## src/rtl/sm_div_seq_if.sv

```systemverilog
// sm_div_seq_if: start/busy/done handshake plus operand and result bus of the
// sign-magnitude sequential divider. The controller side uses the master
// modport and the divider uses the slave modport.
interface sm_div_seq_if #(
  parameter int DW_MAG = 4,
  parameter int DV_MAG = 2
);
  // Request side
  logic              i_start;
  logic [DW_MAG:0]   i_A;
  logic [DV_MAG:0]   i_B;

  // Status and result side
  logic              o_busy;
  logic              o_done;
  logic [DW_MAG:0]   o_Q;
  logic [DV_MAG:0]   o_R;
  logic              o_Z;
  logic              o_DZ;

  modport master (
    output i_start,
    output i_A,
    output i_B,
    input  o_busy,
    input  o_done,
    input  o_Q,
    input  o_R,
    input  o_Z,
    input  o_DZ
  );

  modport slave (
    input  i_start,
    input  i_A,
    input  i_B,
    output o_busy,
    output o_done,
    output o_Q,
    output o_R,
    output o_Z,
    output o_DZ
  );
endinterface

```

## src/rtl/sm_div_seq.sv

```systemverilog
// sm_div_seq: sequential sign-magnitude restoring divider.
// Dividend is DW_MAG+1 bits (sign + magnitude), divisor DV_MAG+1 bits.
// One quotient bit is produced per CALC cycle, MSB first.
// Optional feature macro: SM_DIV_EARLY_ZERO_EN -- when defined, a zero
// dividend magnitude with a non-zero divisor bypasses CALC and finishes with
// the same latency as a divide-by-zero. Results are the same either way.
module sm_div_seq #(
  parameter int DW_MAG = 4,
  parameter int DV_MAG = 2
) (
  input  logic        i_clk,
  input  logic        i_rst_n,
  sm_div_seq_if.slave bus
);

  // Iteration counter must be able to hold DW_MAG-1.
  localparam int CW = (DW_MAG > 1) ? $clog2(DW_MAG) : 1;

  localparam logic [1:0] ST_IDLE = 2'd0;
  localparam logic [1:0] ST_CALC = 2'd1;
  localparam logic [1:0] ST_DONE = 2'd2;

  // Control state
  logic [1:0]        state_q, state_d;
  logic [CW-1:0]     cnt_q, cnt_d;

  // Latched operands; dvd_q doubles as the quotient shift register: dividend
  // bits leave at the top while quotient bits enter at the bottom.
  logic              a_sign_q, a_sign_d;
  logic              b_sign_q, b_sign_d;
  logic [DW_MAG-1:0] dvd_q, dvd_d;
  logic [DV_MAG-1:0] dvs_q, dvs_d;
  logic [DV_MAG:0]   rem_q, rem_d;

  // Registered results
  logic              done_q, done_d;
  logic [DW_MAG:0]   q_q, q_d;
  logic [DV_MAG:0]   r_q, r_d;
  logic              z_q, z_d;
  logic              dz_q, dz_d;

  // Datapath for one restoring step
  logic [DV_MAG:0]   shifted;
  logic [DV_MAG+1:0] trial;
  logic              q_bit;
  logic [DV_MAG:0]   rem_next;
  logic [DW_MAG-1:0] q_mag;
  logic [DV_MAG-1:0] r_mag;
  logic              last_iter;
  logic              a_mag_zero;
  logic              b_mag_zero;

  // One restoring iteration: shift in the next dividend bit, trial-subtract
  // the divisor and keep the difference only if it did not go negative.
  always_comb begin
    shifted   = {rem_q[DV_MAG-1:0], dvd_q[DW_MAG-1]};
    trial     = {1'b0, shifted} - {2'b00, dvs_q};
    q_bit     = ~trial[DV_MAG+1];
    rem_next  = q_bit ? trial[DV_MAG:0] : shifted;
    // The partial remainder is always below the divisor, so its top bit is
    // zero after a completed step and the low DV_MAG bits carry the value.
    q_mag     = {dvd_q[DW_MAG-2:0], q_bit};
    r_mag     = rem_next[DV_MAG-1:0];
    last_iter = (cnt_q == CW'(DW_MAG - 1));
    a_mag_zero = (bus.i_A[DW_MAG-1:0] == '0);
    b_mag_zero = (bus.i_B[DV_MAG-1:0] == '0);
  end

  // Next-state and result logic for the IDLE -> CALC -> DONE sequence.
  always_comb begin
    state_d  = state_q;
    cnt_d    = cnt_q;
    a_sign_d = a_sign_q;
    b_sign_d = b_sign_q;
    dvd_d    = dvd_q;
    dvs_d    = dvs_q;
    rem_d    = rem_q;
    done_d   = 1'b0;
    q_d      = q_q;
    r_d      = r_q;
    z_d      = z_q;
    dz_d     = dz_q;

    case (state_q)
      ST_IDLE: begin
        if (bus.i_start) begin
          // Capture operands and clear previous results on acceptance.
          a_sign_d = bus.i_A[DW_MAG];
          b_sign_d = bus.i_B[DV_MAG];
          dvd_d    = bus.i_A[DW_MAG-1:0];
          dvs_d    = bus.i_B[DV_MAG-1:0];
          rem_d    = '0;
          cnt_d    = '0;
          q_d      = '0;
          r_d      = '0;
          z_d      = 1'b0;
          dz_d     = 1'b0;
          if (b_mag_zero) begin
            // Divide-by-zero finishes immediately with a zero quotient.
            state_d = ST_DONE;
            done_d  = 1'b1;
            dz_d    = 1'b1;
            z_d     = 1'b1;
`ifdef SM_DIV_EARLY_ZERO_EN
          end else if (a_mag_zero) begin
            // Zero dividend: the answer is known without iterating.
            state_d = ST_DONE;
            done_d  = 1'b1;
            z_d     = 1'b1;
          end else begin
            state_d = ST_CALC;
          end
`else
          end else begin
            // A zero dividend simply runs the full iteration count.
            state_d = ST_CALC;
          end
`endif
        end
      end

      ST_CALC: begin
        dvd_d = q_mag;
        rem_d = rem_next;
        cnt_d = cnt_q + CW'(1);
        if (last_iter) begin
          // Final step: publish results, suppressing negative zero.
          state_d = ST_DONE;
          done_d  = 1'b1;
          q_d     = {(a_sign_q ^ b_sign_q) & (q_mag != '0), q_mag};
          r_d     = {a_sign_q & (r_mag != '0), r_mag};
          z_d     = (q_mag == '0);
        end
      end

      ST_DONE: begin
        state_d = ST_IDLE;
      end

      default: begin
        state_d = ST_IDLE;
      end
    endcase
  end

  // State and result registers; reset aborts any division in flight.
  always_ff @(posedge i_clk or negedge i_rst_n) begin
    if (!i_rst_n) begin
      state_q  <= ST_IDLE;
      cnt_q    <= '0;
      a_sign_q <= 1'b0;
      b_sign_q <= 1'b0;
      dvd_q    <= '0;
      dvs_q    <= '0;
      rem_q    <= '0;
      done_q   <= 1'b0;
      q_q      <= '0;
      r_q      <= '0;
      z_q      <= 1'b0;
      dz_q     <= 1'b0;
    end else begin
      state_q  <= state_d;
      cnt_q    <= cnt_d;
      a_sign_q <= a_sign_d;
      b_sign_q <= b_sign_d;
      dvd_q    <= dvd_d;
      dvs_q    <= dvs_d;
      rem_q    <= rem_d;
      done_q   <= done_d;
      q_q      <= q_d;
      r_q      <= r_d;
      z_q      <= z_d;
      dz_q     <= dz_d;
    end
  end

  // Outputs come straight from registers.
  always_comb begin
    bus.o_busy = (state_q != ST_IDLE);
    bus.o_done = done_q;
    bus.o_Q    = q_q;
    bus.o_R    = r_q;
    bus.o_Z    = z_q;
    bus.o_DZ   = dz_q;
  end

endmodule

```

## src/flat_wrapper.sv

```systemverilog
// flat-port wrapper written by rule: the top's interface ports become plain ports
module sm_div_seq_flat 
#(
  parameter int DW_MAG = 4,
  parameter int DV_MAG = 2
)
  (i_clk, i_rst_n, bus_i_start, bus_i_A, bus_i_B, bus_o_busy, bus_o_done, bus_o_Q, bus_o_R, bus_o_Z, bus_o_DZ);
  sm_div_seq_if #(.DW_MAG(DW_MAG), .DV_MAG(DV_MAG)) bus_i ();
  input  logic i_clk;
  input  logic i_rst_n;
  input wire logic [$bits(bus_i.i_start)-1:0] bus_i_start;
  input wire logic [$bits(bus_i.i_A)-1:0] bus_i_A;
  input wire logic [$bits(bus_i.i_B)-1:0] bus_i_B;
  output wire logic [$bits(bus_i.o_busy)-1:0] bus_o_busy;
  output wire logic [$bits(bus_i.o_done)-1:0] bus_o_done;
  output wire logic [$bits(bus_i.o_Q)-1:0] bus_o_Q;
  output wire logic [$bits(bus_i.o_R)-1:0] bus_o_R;
  output wire logic [$bits(bus_i.o_Z)-1:0] bus_o_Z;
  output wire logic [$bits(bus_i.o_DZ)-1:0] bus_o_DZ;
  assign bus_i.i_start = bus_i_start;
  assign bus_i.i_A = bus_i_A;
  assign bus_i.i_B = bus_i_B;
  assign bus_o_busy = bus_i.o_busy;
  assign bus_o_done = bus_i.o_done;
  assign bus_o_Q = bus_i.o_Q;
  assign bus_o_R = bus_i.o_R;
  assign bus_o_Z = bus_i.o_Z;
  assign bus_o_DZ = bus_i.o_DZ;
  sm_div_seq #(.DW_MAG(DW_MAG), .DV_MAG(DV_MAG)) u_core (.i_clk(i_clk), .i_rst_n(i_rst_n), .bus(bus_i));
endmodule
```

## config.mk

```make
export PLATFORM = sky130hd
export DESIGN_NAME = sm_div_seq_flat
export DESIGN_NICKNAME = d
export VERILOG_FILES = /design/src/rtl/sm_div_seq_if.sv /design/src/rtl/sm_div_seq.sv /design/src/flat_wrapper.sv
export SDC_FILE = /design/constraint.sdc
export NUM_CORES = 1
export LEC_CHECK = 0
export ABC_AREA = 1
export ABC_CLOCK_PERIOD_IN_PS = 3000
export BUFFER_PORTS_ARGS = -buffer_cell sky130_fd_sc_hd__buf_2
export CAP_MARGIN = 20
export CORE_UTILIZATION = 55
export DETAILED_ROUTE_END_ITERATION = 8
export PLACE_DENSITY = 0.9
export SYNTH_ARGS = -nofsm -noshare
export SYNTH_HDL_FRONTEND = slang
export SYNTH_SLANG_ARGS = --single-unit
export TNS_END_PERCENT = 10
```

## constraint.sdc

```tcl
create_clock -name i_clk -period 3 [get_ports i_clk]
set_input_delay 0.15 -clock i_clk [delete_from_list [all_inputs] [get_ports i_clk]]
set_output_delay 0.15 -clock i_clk [all_outputs]
set_load 0.1 [all_outputs]
```

Word-level counts from Yosys, hierarchy flattened
Cells that the tools add are included.
{ "totals": {"ff_bits": 25, "out_inout_bits": 12, "ram_bits": 0, "word_cells": 56, "rom_bits": 0, "input_bits": 11, "mem_count": 0, "latch_bits": 0} }
{ "op_classes": {"multipliers": 0, "n_addsub": 2, "div": 0, "shift": 0, "n_bitwise": 4, "eq_ne": 4, "n_lt_le_gt_ge": 0, "n_mux": 23, "n_reduce_logical": 11} }
{ "ops": {"columns": ["cell", "count"], "rows": [
  ["2-bit case mux with 2 select lines", 3],
  ["2-bit two-way mux", 5],
  ["5-bit two-way mux", 2],
  ["5-bit case mux with 2 select lines", 1],
  ["4-bit case mux with 2 select lines", 1],
  ["3-bit two-way mux", 2],
  ["3-bit case mux with 2 select lines", 1],
  ["2-bit AND reduction", 3],
  ["2-bit nonzero test", 3],
  ["1-bit two-way mux", 5],
  ["2-bit zero test", 2],
  ["4-bit zero test", 1],
  ["4-bit two-way mux", 1],
  ["1-bit case mux with 2 select lines", 2],
  ["4-bit nonzero test", 1],
  ["3-bit by 2-bit subtractor with 4-bit output", 1],
  ["3-bit AND reduction", 1],
  ["2-bit by 1-bit adder with 2-bit output (second input constant)", 1],
  ["1-bit AND", 2],
  ["2-bit by 1-bit equality test with 1-bit output (second input constant)", 1],
  ["2-bit equality test (second input constant)", 1],
  ["2-bit by 1-bit != test with 1-bit output (second input constant)", 1],
  ["2-bit != test (second input constant)", 1],
  ["1-bit NOT", 1],
  ["1-bit bitwise XOR", 1]
]} }

Logic depth before layout (Yosys ltp)
Gate-level depths: netlist of run 1.
{ "logic_depth": {"depth_word": 6, "depth_mapped": 10} }

Worst setup path before layout of run 1
OpenSTA, ideal clock, no wires.
{ "synth_timing": {"kind": "reg-to-reg", "startpoint": "register u_core.cnt_q[0]", "endpoint": "register u_core.q_q[3] (netlist: u_core.bus.o_Q[3])", "required_time_ps": 2926, "path_stages_with_launch": 8, "synth_period_minus_slack_ps": 1232, "path_buffers": 1, "setup_ps": 74, "setup_slack_ps": 1768, "t_arrival_ps": 1158, "cell_sequence": "dfrtp_1 -> ha_1 -> nand3_1 -> nand2_2 -> inv_2 -> buf_6 -> nand2_1 -> o21ai_2"} }
{ "synth_between": {"elab_chain_cells": 3} }
{ "synth_rtl": {"columns": ["element", "line_no", "rtl"], "rows": [
  ["start, declared", "sm_div_seq.sv:25", "logic [CW-1:0] cnt_q, cnt_d;"],
  ["start signal, assigned", "sm_div_seq.sv:163", "cnt_q <= cnt_d;"],
  ["2-bit equality test", "sm_div_seq.sv:64", "last_iter = (cnt_q == CW'(DW_MAG - 1));"],
  ["2-bit by 1-bit != test with 1-bit output (no line)", null, null],
  ["3-bit AND reduction (no line)", null, null],
  ["end signal, assigned", "sm_div_seq.sv:170", "q_q <= q_d;"],
  ["end, declared", "sm_div_seq.sv:37", "logic [DW_MAG:0] q_q, q_d;"]
]} }
No other way between the ends.
A chain may end at the register's enable or synchronous reset.

Final worst setup path of run 1
{ "layout_timing": {"startpoint": "register u_core.rem_q[0]", "endpoint": "register u_core.q_q[4] (netlist: u_core.bus.o_Q[4])"} }
{ "layout_between": {"elab_chain_cells": 6} }
{ "layout_rtl": {"columns": ["element", "line_no", "rtl"], "rows": [
  ["start, declared", "sm_div_seq.sv:33", "logic [DV_MAG:0] rem_q, rem_d;"],
  ["start signal, assigned", "sm_div_seq.sv:168", "rem_q <= rem_d;"],
  ["3-bit by 2-bit subtractor with 4-bit output", "sm_div_seq.sv:57", "trial = {1'b0, shifted} - {2'b00, dvs_q};"],
  ["1-bit NOT", "sm_div_seq.sv:58", "q_bit = ~trial[DV_MAG+1];"],
  ["4-bit nonzero test", "sm_div_seq.sv:130", "q_d = {(a_sign_q ^ b_sign_q) & (q_mag != '0), q_mag};"],
  ["1-bit AND", "sm_div_seq.sv:130", null],
  ["5-bit two-way mux", "sm_div_seq.sv:126", "if (last_iter) begin"],
  ["5-bit case mux with 2 select lines", "sm_div_seq.sv:84", "case (state_q)"]
]} }
No other way between the ends. The select of a mux whose other input is x is not followed.

==> impl_results.md, run 1 <==
- Outcome: finished clean
- Residual DRC count: 0
- CP required: between 3 and 4 ns
- Post-synth top area share: 54.41%
- First-pass GRT wire length: 3.719 mm
- WL met2: 1.190 mm
- Uppermost layer routed: met4
- CP Capture Type: flop
- GR Overflow Total: 0
- Dpl cell area: approximately 1300 µm²
- Final net count: between 150 and 200
- Core area: just under 2000 µm²
- Antenna-violating nets left: 0
- Slew @ Worst Pin: 0.5348 ns
- CTS buffer count: 3
- Period utilization: 49.00%
- Largest cells by area after synthesis: dfrtp_1, nand2_1, inv_1
- Setup ws final: ~1.5 ns
- First drt pass iteration count: 4
- Final instance area: about 1300 µm²
- DIE HEIGHT: between 40 and 50 µm
- Initial core utilization: 58.61%
- Final TNS setup: 0 ns
- Final HPWL DP: 1.766 mm
- Biggest area consumer among synthesized cells: dfrtp_1
- WS Path Type: flop to flop
- PortBufs: 22
- Clock Latency Late Sink: about 0.3 ns
- Flop2flop setup slack: about 1.5 ns
- Metal3 WL: just under 80 µm
- CTS tree: built
- DIE WIDTH: approximately 48 µm
- Async SR Flop Fraction: 100.0%
- Register bit total from synthesis: 25
- Mapped Avg Cell Area: about 8.6 µm²
- Place WS: around 1.6 ns
- Most frequent cells in the layout: nand2_1, dfrtp_1, buf_2
- # fillers: roughly 170
- Max-slew violations: 0
- Util after Layout: 67.22%
- Vias in the first global route: slightly below 900
- Setup Fix Bufs, Post-CTS: 0
- DRT iter0 DRCs: 29
- Die Footprint: 2278 µm²
- Yosys cell types: 19
- Worst Path Max Fanout: 4
- Final setup vio count: 0
- Max clock buf depth: 2
- # rows: 16
- Met1 Wirelength: slightly above 1 mm
- Clk root buf: clkbuf_4
- Layout area overhead: 14.69%
- CP arrival: about 1.7 ns
- Clk sink count: 25
- Max H-tree Level: 1
- Number of synthesized flops with an enable pin: 0
- Drt total wl: 2.331 mm
- Layout cells sized above 1: between 20% and 30%
- Syn_nets: around 150
- Largest net degree at the start of global routing: 26
- Worst setup SP type: flop
- Hold Path Class: primary input to flop
- Gp weighted congestion: ~0.95
- Min Tclk post-route: 1.470 ns
- Final hold vios: 0
- Antenna violations before repair: 0
- # Max-Cap Violations: 0
- CTS clk-pin slew, worst paths: roughly 0.13 ns
- Clk_skew: about 0.0067 ns
- Most common cell after layout, fill and taps aside: nand2_1
- Synth warn: 0
- Syn Inst Count: between 100 and 150
- Ant diodes: 0
- Synth Cell Area: 1150 µm²
- Headroom to the max-slew limit: between 60% and 70%
- Via count: slightly below 1000
- RSZ-0062 raised after global routing: no
- DR WL/cell: around 12 µm
- Top_reg_cell synth: dfrtp_1
- Register area share after synthesis: a little over half
- Via-per-instance ratio: roughly 5.2
- Total track usage: a little under a quarter
- I/O pin count: 23
- Post-CTS sizing: 0
- F_max: between 600 and 700 MHz
-- stage by stage --
stage	hold WS, ns	cells
4_1_cts	0.02125	187
3_5_place_dp	0.1659	182
2_1_floorplan	-0.1456	134
5_1_grt	0.02649	187
6_report	0.03105	187
3_3_place_gp	0.1587	182
-- layer usage --
layer  track usage (%)  vias to the layer above
li1                  -                      474
met1             28.95                      461
met2             41.35                       33
met3             3.774                        8
met4             9.444                        0
met5                 0                        -
-- critical path: stages, from the launching register on --
cell     delay, ns
dfrtp_1       0.41
ha_1          0.21
nor2_1        0.26
nand2_1       0.17
o21ai_0       0.23
nand2_1       0.08
-- synthesized netlist by cell type (2+ instances only) --
master    n
ha_1      3
a31oi_1   3
nor2_1    9
o21ai_2   4
nand2_2   4
o22ai_1   3
inv_1    17
o21ai_0   6
nand4_1   2
nand2_1  44
dfrtp_1  25
nand3_1   4
a21oi_1   2
inv_2     3
-- registers in the layout (all words and copies together) (netlist names) --
name,count
u_core.bus.o_DZ,1
u_core.state_q,2
u_core.dvd_q,4
u_core.bus.o_Q,5
u_core.bus.o_R,3
u_core.dvs_q,2
u_core.bus.o_done,1
u_core.rem_q,2
u_core.b_sign_q,1
u_core.bus.o_Z,1
u_core.a_sign_q,1
u_core.cnt_q,2
-- path summary, 6_finish.rpt --
| check | start | endpoint | cells after the start |
|---|---|---|---|
| max reg2reg | u_core.rem_q[0]$_DFFE_PN0P_ | u_core.bus.o_Q[4]$_DFFE_PN0P_ | 5 |
| min | bus_i_B[2] | u_core.b_sign_q$_DFFE_PN0P_ | 3 |
| max | u_core.rem_q[0]$_DFFE_PN0P_ | u_core.bus.o_Q[4]$_DFFE_PN0P_ | 5 |
| min reg2reg | u_core.bus.o_R[2]$_DFFE_PN0P_ | u_core.bus.o_R[2]$_DFFE_PN0P_ | 2 |
| min in group asynchronous | i_rst_n | u_core.bus.o_Q[4]$_DFFE_PN0P_ | 2 |
| max in group asynchronous | i_rst_n | u_core.cnt_q[1]$_DFFE_PN0P_ | 2 |
-- area by class of cell --
type | instances | area (µm²) | share of cell area [%]
Clock buffer | 4 | 26.28 | 1.992
Inverter | 20 | 75.07 | 5.693
Multi-Input combinational cell | 88 | 437.9 | 33.21
Sequential cell | 25 | 625.6 | 47.44
Tap cell | 27 | 33.78 | 2.562
Timing Repair Buffer | 23 | 120.1 | 9.108
-- cells by family after synthesis --
logic type,after synthesis,synth area share (%)
xor+xnor,1,0.7618
fa+ha+maj,3,3.265
flops,25,54.41
compound gates,20,11.21
buf+inv,21,7.508
simple gates,64,22.85
-- timing repair --
item / 4_1_cts / 5_1_grt
hold endpoints to repair: 25 / 0
hold buffers: 1 / 0
setup endpoints to repair: 0 / 0
Power of run 1 is left out: the tool's default activity adds up to more than one toggle a clock period on the data nets, which glitch-free logic cannot reach.
==> run 2: changes to the inputs <==
--- a/config.mk
+++ b/config.mk
@@ -6,12 +6,12 @@
 export NUM_CORES = 1
 export LEC_CHECK = 0
 export ABC_AREA = 1
-export ABC_CLOCK_PERIOD_IN_PS = 3000
+export ABC_CLOCK_PERIOD_IN_PS = 1300
 export BUFFER_PORTS_ARGS = -buffer_cell sky130_fd_sc_hd__buf_2
 export CAP_MARGIN = 20
-export CORE_UTILIZATION = 55
+export CORE_UTILIZATION = 47
 export DETAILED_ROUTE_END_ITERATION = 8
-export PLACE_DENSITY = 0.9
+export PLACE_DENSITY = 0.83
 export SYNTH_ARGS = -nofsm -noshare
 export SYNTH_HDL_FRONTEND = slang
 export SYNTH_SLANG_ARGS = --single-unit
==> constraint.sdc (replaced) <==
create_clock -name i_clk -period 1.3 [get_ports i_clk]
set_input_delay 0.065 -clock i_clk [delete_from_list [all_inputs] [get_ports i_clk]]
set_output_delay 0.065 -clock i_clk [all_outputs]
set_load 0.1 [all_outputs]
==> run 2 against run 1 <==
Critical path depth is 3 higher. Global-route usage is 2.2 points lower. Non-clock buffer count is 9 higher. Highest routed layer unchanged. Clock skew is 0.0045 ns higher. Via count is 4.6% higher. Critical path type unchanged.
==> impl_results.md, run 2 (synthesis results as in run 1) <==
- PortBufs: 22 (unchanged)
- CP dominant cell by count: nand2_1 (unchanged)
- Antenna violations before repair: 0 (unchanged)
- Drt total wl: 2.520 mm (was 2.331 mm)
- Final setup vio count: 0 (unchanged)
- Critical path cell sequence: inv_2 > ha_4 > nor2_1 > nand2_1 > nand3_2 > nand2_1 > nand2_1 > nand2_1 (was ha_1 > nor2_1 > nand2_1 > o21ai_0 > nand2_1)
- Largest net degree at the start of global routing: 26 (unchanged)
- First drt pass iteration count: 4 (unchanged)
- Total track usage: 21.49% (was 23.64%)
- Worst setup SP type: flop (unchanged)
- CP required: 1.52 ns (was 3.20 ns)
- Slew @ Worst Pin: 0.5377 ns (was 0.5348 ns)
- Core area: 2255 µm² (was 1962 µm²)
- Period utilization: 98.95% (was 49.00%)
- WS Path Type: flop to flop (unchanged)
- CTS tree: built (unchanged)
- WL met2: 1.340 mm (was 1.190 mm)
- Worst Path Max Fanout: 3 (was 4)
- Residual DRC count: 0 (unchanged)
- F_max: 777.4 MHz (was 680.3 MHz)
- DIE HEIGHT: 51.46 µm (was 47.73 µm)
- Final TNS setup: 0 ns (unchanged)
- Via-per-instance ratio: 5.183 (was 5.219)
- Most common cell after layout, fill and taps aside: nand2_1 (unchanged)
- Hold Path Class: primary input to flop (unchanged)
- Final HPWL DP: 1.835 mm (was 1.766 mm)
- GR Overflow Total: 0 (unchanged)
- # rows: 17 (was 16)
- Uppermost layer routed: met4 (unchanged)
- Met1 Wirelength: 1.062 mm (was 1.030 mm)
- Slowest CP cell: dfrtp_1 (unchanged)
- Layout cells sized above 1: 33.14% (was 23.13%)
- Most frequent cells in the layout: nand2_1, dfrtp_1, buf_2 (unchanged)
- DRT iter0 DRCs: 18 (was 29)
- Die Footprint: 2648 µm² (was 2278 µm²)
- RSZ-0062 raised after global routing: yes (was no)
- Ant diodes: 0 (unchanged)
- CP arrival: 1.50 ns (was 1.67 ns)
- Vias in the first global route: 959 (was 895)
- Initial core utilization: 51.00% (was 58.61%)
- Clk sink count: 25 (unchanged)
- Outcome: finished clean (unchanged)
- Max clock buf depth: 2 (unchanged)
- CP Capture Type: flop (unchanged)
- Clock Latency Late Sink: 0.32 ns (was 0.30 ns)
- Final net count: 184 (was 175)
- Slowest stage delay, CP: 0.42 ns (was 0.41 ns)
- Final hold vios: 0 (unchanged)
- Headroom to the max-slew limit: 64.16% (was 64.35%)
- Max H-tree Level: 1 (unchanged)
- Gp weighted congestion: 0.9147 (was 0.9520)
- Max reg flops: 5 (unchanged)
- Clk_skew: 0.01120 ns (was 0.006727 ns)
- DIE WIDTH: 51.46 µm (was 47.73 µm)
- Clk root buf: clkbuf_4 (unchanged)
- Min Tclk post-route: 1.286 ns (was 1.470 ns)
- Antenna-violating nets left: 0 (unchanged)
- I/O pin count: 23 (unchanged)
- Max-slew violations: 0 (unchanged)
- CTS buffer count: 3 (unchanged)
- Via count: 1021 (was 976)
- # Max-Cap Violations: 0 (unchanged)
- CTS clk-pin slew, worst paths: 0.13 ns (about the same)
- DR WL/cell: 12.79 µm (was 12.47 µm)
- Bufs and invs on worst path: 1 (was 0)
- Worst path top cell family by delay: simple AND/OR/NAND/NOR gates (unchanged)
- First-pass GRT wire length: 4.140 mm (was 3.719 mm)
- Layout area overhead: 28.18% (was 14.69%)
- Metal3 WL: 86 µm (was 78 µm)
## run 2: changes by cell type in the layout (fill, tap and decap cells not counted), sizes merged
cell	change
dlygate4sd3	+5
buf	+4
clkbuf	-1
clkinv	+1
## run 2: metrics by stage
stage / instances / hold slack, ns / worst slack, ns / util (%) / cell area (µm²)
after floorplan: 134 / -0.2306 / 0.06792 / - / 1150
after global placement: 186 / 0.07914 / 0.0006462 / 57.94 / 1306
after detailed placement: 186 / 0.07756 / -0.08013 / 57.94 / 1306
after CTS: 196 / 0.01428 / 0.01572 / 63.26 / 1426
after global routing: 197 / 0.05212 / -0.09296 / 65.37 / 1474
final: 197 / 0.02199 / 0.01363 / 65.37 / 1474
## run 2: layout make-up
type	count	area, µm²
multi-input cells	88	503.0
repair buffers	32	202.7
well taps	28	35.03
clock inverters	1	5.005
inverters	20	80.08
flip-flops and latches	25	625.6
clock buffers	3	22.52
fillers	195	780.7
## run 2: what timing repair did
action / in CTS / in global routing
resized for setup: 8 / 14
buffers inserted: 0 / 1
endpoints found under the hold margin: 30 / 0
setup endpoints to repair: 10 / 11
cloned: 0 / 0
pin swaps: 0 / 2
hold buffers: 6 / 0
## run 2: worst reg2reg max path, cell delays in order (launching register included)
cell,delay (ns)
dfrtp_1,0.42
inv_2,0.08
ha_4,0.21
nor2_1,0.12
nand2_1,0.09
nand3_2,0.09
nand2_1,0.07
nand2_1,0.06
nand2_1,0.04
## run 2: path summary, 6_finish.rpt
path / startpoint / endpoint / slack (ns) / depth (start not counted)
setup / recovery: u_core.dvs_q[1]$_DFFE_PN0P_ / u_core.bus.o_R[2]$_DFFE_PN0P_ / 0.01 / 8
max in group asynchronous: i_rst_n / u_core.bus.o_done$_DFF_PN0_ / 0.69 / 2
min in group asynchronous: i_rst_n / u_core.bus.o_Q[4]$_DFFE_PN0P_ / 0.24 / 2
hold reg to reg: u_core.cnt_q[0]$_DFFE_PN0P_ / u_core.cnt_q[0]$_DFFE_PN0P_ / 0.49 / 1
setup reg to reg: u_core.dvs_q[1]$_DFFE_PN0P_ / u_core.bus.o_R[2]$_DFFE_PN0P_ / 0.01 / 8
hold / removal: bus_i_B[0] / u_core.dvs_q[0]$_DFFE_PN0P_ / 0.02 / 3
## run 2: metal layers
layer  global-route usage (%)  vias to the layer above
li1                         -                      496
met1                    27.12                      497
met2                    35.71                       23
met3                    2.976                        5
met4                    10.81                        0
met5                        0                        -
Power of run 2 is left out for the same reason.
